===== config.mk =====
export PLATFORM = sky130hd
export DESIGN_NAME = traffic_light_ctrl
export DESIGN_NICKNAME = d
export VERILOG_FILES = /design/src/rtl/traffic_light_ctrl.sv
export SDC_FILE = /design/constraint.sdc
export NUM_CORES = 1
export LEC_CHECK = 0
export CAP_MARGIN = 20
export CORE_MARGIN = 2
export CORE_UTILIZATION = 30
export DETAILED_ROUTE_END_ITERATION = 10
export GPL_TIMING_DRIVEN = 0
export PLACE_DENSITY = 0.45
export SETUP_SLACK_MARGIN = 0.4
export SLEW_MARGIN = 10
export SYNTH_ARGS = -nofsm -noshare
export SYNTH_HDL_FRONTEND = slang
export SYNTH_SLANG_ARGS = --single-unit

===== constraint.sdc =====
create_clock -name CLK -period 2.25 [get_ports CLK]
set_input_delay 0.225 -clock CLK [delete_from_list [all_inputs] [get_ports CLK]]
set_output_delay 0.225 -clock CLK [all_outputs]
set_load 0.1 [all_outputs]

===== src/rtl/traffic_light_ctrl.sv =====
// traffic_light_ctrl: two-road traffic light sequencer with pedestrian walk phase and night flash mode.
// Lamp outputs are registered and decoded from the next state, so they change on the same edge as the state.
module traffic_light_ctrl #(
    parameter int T_GREEN  = 10,
    parameter int T_YELLOW = 3,
    parameter int T_ALLRED = 1,
    parameter int T_WALK   = 5,
    parameter int CNT_W    = 8
) (
    input  logic       CLK,
    input  logic       RES,
    input  logic       TICK,
    input  logic       PED_REQ,
    input  logic       FLASH,
    output logic [2:0] MAIN_LIGHT,
    output logic [2:0] SIDE_LIGHT,
    output logic       WALK,
    output logic       PED_WAIT
);
    typedef enum logic [3:0] {AR0, MG, MY, AR1, SG, SY, AR2, PW, FL} state_t;
    localparam logic [2:0] RED = 3'b100, YEL = 3'b010, GRN = 3'b001, OFF = 3'b000;

    state_t state, nxt, succ;
    logic [CNT_W-1:0] cnt, cnt_nxt, dur;
    logic blink, blink_nxt, ped_pend, pend_nxt;
    logic [2:0] main_nxt, side_nxt;

    assign dur = (state == MG || state == SG) ? CNT_W'(T_GREEN) :
                 (state == MY || state == SY) ? CNT_W'(T_YELLOW) :
                 (state == PW)                ? CNT_W'(T_WALK) : CNT_W'(T_ALLRED);

    assign succ = (state == AR0) ? MG :
                  (state == MG)  ? MY :
                  (state == MY)  ? AR1 :
                  (state == AR1) ? SG :
                  (state == SG)  ? SY :
                  (state == SY)  ? AR2 :
                  (state == AR2) ? (ped_pend ? PW : MG) : MG;

    always_comb begin
        nxt       = state;
        cnt_nxt   = cnt;
        blink_nxt = blink;
        if (state > FL) begin
            nxt       = AR0;
            cnt_nxt   = '0;
            blink_nxt = 1'b0;
        end else if (TICK) begin
            if (FLASH && state != FL) begin
                nxt       = FL;
                cnt_nxt   = '0;
                blink_nxt = 1'b1;
            end else if (state == FL) begin
                nxt       = FLASH ? FL : AR2;
                cnt_nxt   = '0;
                blink_nxt = FLASH & ~blink;
            end else if (cnt == dur - 1'b1) begin
                nxt     = succ;
                cnt_nxt = '0;
            end else begin
                cnt_nxt = cnt + 1'b1;
            end
        end
        // serving the request wins over a press in the same cycle
        pend_nxt = (state == AR2 && nxt == PW) ? 1'b0 : (ped_pend | (PED_REQ && state != PW));
        main_nxt = (nxt == MG) ? GRN : (nxt == MY) ? YEL : (nxt == FL) ? (blink_nxt ? YEL : OFF) : RED;
        side_nxt = (nxt == SG) ? GRN : (nxt == SY) ? YEL : (nxt == FL) ? (blink_nxt ? YEL : OFF) : RED;
    end

    always_ff @(posedge CLK or negedge RES) begin
        if (!RES) begin
            state      <= AR0;
            cnt        <= '0;
            blink      <= 1'b0;
            ped_pend   <= 1'b0;
            MAIN_LIGHT <= RED;
            SIDE_LIGHT <= RED;
            WALK       <= 1'b0;
        end else begin
            state      <= nxt;
            cnt        <= cnt_nxt;
            blink      <= blink_nxt;
            ped_pend   <= pend_nxt;
            MAIN_LIGHT <= main_nxt;
            SIDE_LIGHT <= side_nxt;
            WALK       <= (nxt == PW);
        end
    end

    assign PED_WAIT = ped_pend;
endmodule


==> summary.log <==
[outcome] run status finished with violations
[outcome] failing checks setup timing
[timing] Max Clk Rate 0.407 GHz
[placed_design] Detailed Place HPWL 2.09 mm
[timing] number of hold violations in the final report 0
[clock_tree] cell chosen for the clock root sky130_fd_sc_hd__clkbuf_8
[clock_tree] clock buffers created by TritonCTS 3
[worst_setup_path] worst setup path category reg -> reg
[placed_design] Placed Cells 197
[drt] final WL 3.53 mm
[clock_tree] Clk pin slew, worst setup/hold paths 0.08 ns
[clock_tree] clock latency at the later pin of the worst-skew pair 0.27 ns
[layout] # fillers 387
[synth] total number of yosys warnings 0
[clock_tree] total number of clock tree sinks 21
[layout] total area of multi-input combinational cells 816 sq um
[power] Power Dens Cells 1560 nW/um^2
[layout] area overhead of the layout relative to synthesis 44.9%
[floorplan] top-level port count 13
[synth] commonest register cell after synthesis sky130_fd_sc_hd__dfrtp_1
[worst_setup_path] depth of the worst register-to-register path 9
[timing] final setup margin -0.206 ns
[floorplan] x dimension of the die 69.9 microns
[worst_setup_path] critical path, cell by cell or2_1 -> a211oi_2 -> a2111oi_4 -> buf_4 -> or4_4 -> a31oi_4 -> buf_6 -> nor2b_4 -> a21o_1
[grt] via count of the first global-routing pass 1,184
[placed_design] count of input and output buffers 12
[synth] netlist area before placement 1300 sq um
[timing] worst clock skew on the final layout 0.00971 ns
[drt] count of unresolved DRC violations after routing 0
[layout] Util after Layout 0.462
[grt] first-pass GRT wire length 5.64 mm
[timing] Worst Tran Pin Value 0.970 ns
[drt] Iter 0 DRT Violations 51
[synth] distinct cell type count after synthesis 47
[floorplan] starting density of the core 0.319
[drt] via count of the routed design 1,178
[layout] share of cells above drive strength 1 0.363
[layout] final cell count without fillers 229
[drt] post-detailed-route count of antenna-violating nets 0
[worst_setup_path] highest fanout seen on the critical path 4
[drt] router iterations before antenna repair 4
[synth] Synth area leaders sky130_fd_sc_hd__dfrtp_1, sky130_fd_sc_hd__a21oi_1, sky130_fd_sc_hd__o21ai_0
[synth] count leader, synth sky130_fd_sc_hd__dfrtp_1
[synth] flops & latches, synth 21
[timing] crit path time final 2.46 ns
[layout] sequential cell area 533 sq um
[synth] cells after synthesis 135
[drt] Avg Vias per Cell 5.14
[worst_hold_path] kind of path behind the tightest hold check in -> async
[synth] Post-Syn Nets 141
[synth] Async S/R FF share, synth 1.00
[synth] cell taking the most area after synthesis sky130_fd_sc_hd__dfrtp_1
[clock_tree] Clock H-tree levels 1
[worst_setup_path] Critical Path Source Type register
[synth] Avg Inst Size Synth 9.66 sq um
[floorplan] Die H 69.9 microns
[power] total design power 2.94 mW
[job] max-cap check violation count 0
[timing] number of setup violations in the final report 17
[drt] wire length per cell after detailed routing 15.4 microns
[grt] GRT Resource Usage Total 0.144
[synth] portion of the post-synthesis area used by sequential elements 0.405
[clock_tree] maximum number of buffers from clock root to sink 2
[grt] maximum number of pins on one net before global-route repair 22
[worst_setup_path] Worst path slowest cell sky130_fd_sc_hd__or4_4
[floorplan] overall die area 4890 sq um
[timing] setup repair after global routing missed its margin yes
[worst_setup_path] critical path data arrival time 2.62 ns
[floorplan] area of the core 4090 sq um
[layout] antenna diode count 0
[floorplan] row count 23
[grt] remaining global-route overflow 0
[grt] number of antenna violations at the first check in global routing 0
[timing] Worst slew margin 0.356
[power] Max IR drop VDD 1.19 mV
[worst_setup_path] required time at the worst-slack endpoint 2.41 ns
[worst_setup_path] slowest cell delay on critical path 0.54 ns
[worst_setup_path] Crit. End Element register
[synth] commonest cells in the netlist sky130_fd_sc_hd__dfrtp_1, sky130_fd_sc_hd__a21oi_1, sky130_fd_sc_hd__nand2_1
[timing] number of max-slew violations in the final report 0
[synth] area share of the largest cell type after synthesis 0.365
[clock_tree] clock tree from TritonCTS done
[placed_design] Routability Congestion 0.751
[timing] Final period util 1.09
[synth] number of enable flip-flop cells after synthesis 0
[layout] final-stage net count 186
[power] leakage power 0.821 nW
[path summary, 6_finish.rpt]
kind                              from            end  slack, ns
worst min register to register  cnt[7]         cnt[7]       0.52
min in group CLK                cnt[7]         cnt[7]       0.52
max in group asynchronous          RES  MAIN_LIGHT[2]       1.38
worst max-delay path            cnt[0]  SIDE_LIGHT[1]      -0.21
worst max register to register  cnt[0]  SIDE_LIGHT[1]      -0.21
worst min-delay path               RES       state[0]       0.30
[registers in the layout (all words and copies together), names as in the netlist]
signal      flops
cnt             8
state           4
MAIN_LIGHT      3
SIDE_LIGHT      3
PED_WAIT        1
WALK            1
blink           1
[critical path: cells and delay by family, from the launching register on]
family | cells | cell delay (ns)
and+or+nand+nor | 3 | 0.83
DFF | 1 | 0.42
buffers and inverters | 2 | 0.30
AOI/OAI and AO/OA | 4 | 0.80
[cells in the final DEF (no fill, tap or decap), drive strengths merged, types with 4 or more instances in the layout]
cell type      Yosys  final
buf                6     33
dfrtp             19     19
a21oi             13     13
nand2             12     12
o21ai             11     11
nor2               8      8
inv                7      7
dlygate4sd2        0      6
clkbuf             1      6
nor3               5      5
and3               5      5
clkdlybuf4s50      0      4
o31ai              4      4
[metal layers]
layer / global-route usage / routed length (microns) / vias to the layer above / share of wire
met3: 0.0173 / 68 / 3 / 0.019
li1: - / - / 570 / -
met5: 0 / 0 / - / 0
met2: 0.249 / 1770 / 18 / 0.50
met4: 0.0321 / 27 / 0 / 0.0076
met1: 0.193 / 1670 / 587 / 0.47
[what timing repair did]
item | 4_1_cts | 5_1_grt
pin swaps | 16 | 3
buffers inserted | 21 | 6
resized for setup | 30 | 11
hold buffers | 0 | 0
endpoints found under the setup margin | 27 | 20
[through the flow]
step                TNS [ns]  instance area (sq um)  worst slack [ns]  hold WS, ns
floorplan                  0                   1330            0.0653      -0.0706
global placement       -3.42                   1510            -0.363        0.478
detailed placement     -3.42                   1510            -0.388        0.476
CTS                   -0.782                   1780            -0.152        0.516
global route           -3.25                   1890            -0.278        0.353
finish                 -1.67                   1890            -0.206        0.296
[power breakdown]
group          switching [mW]  leakage (nW)  internal (mW)
clock                   0.133        0.0228          0.127
combinational            1.25         0.528          0.899
sequential             0.0420         0.270          0.495
total                    1.42         0.821           1.52
[kinds of logic after synthesis]
| group | count (synthesis) | share of synthesized area |
|---|---|---|
| AO/OA/AOI/OAI | 40 | 0.247 |
| XOR/XNOR | 4 | 0.0269 |
| adder cells (fa/ha/maj) | 1 | 0.00960 |
| buffers and inverters | 14 | 0.0566 |
| flip-flops | 21 | 0.405 |
| multiplexers | 1 | 0.00864 |
| AND/OR/NAND/NOR | 54 | 0.247 |
[final cells by class]
type | count | area share
plain buffers | 7 | 0.0305
clock buffers | 4 | 0.0238
inverters | 7 | 0.0139
multi-input cells | 100 | 0.432
flip-flops and latches | 21 | 0.282
well taps | 50 | 0.0331
repair buffers | 40 | 0.185
(Power assumes the default switching activity.)
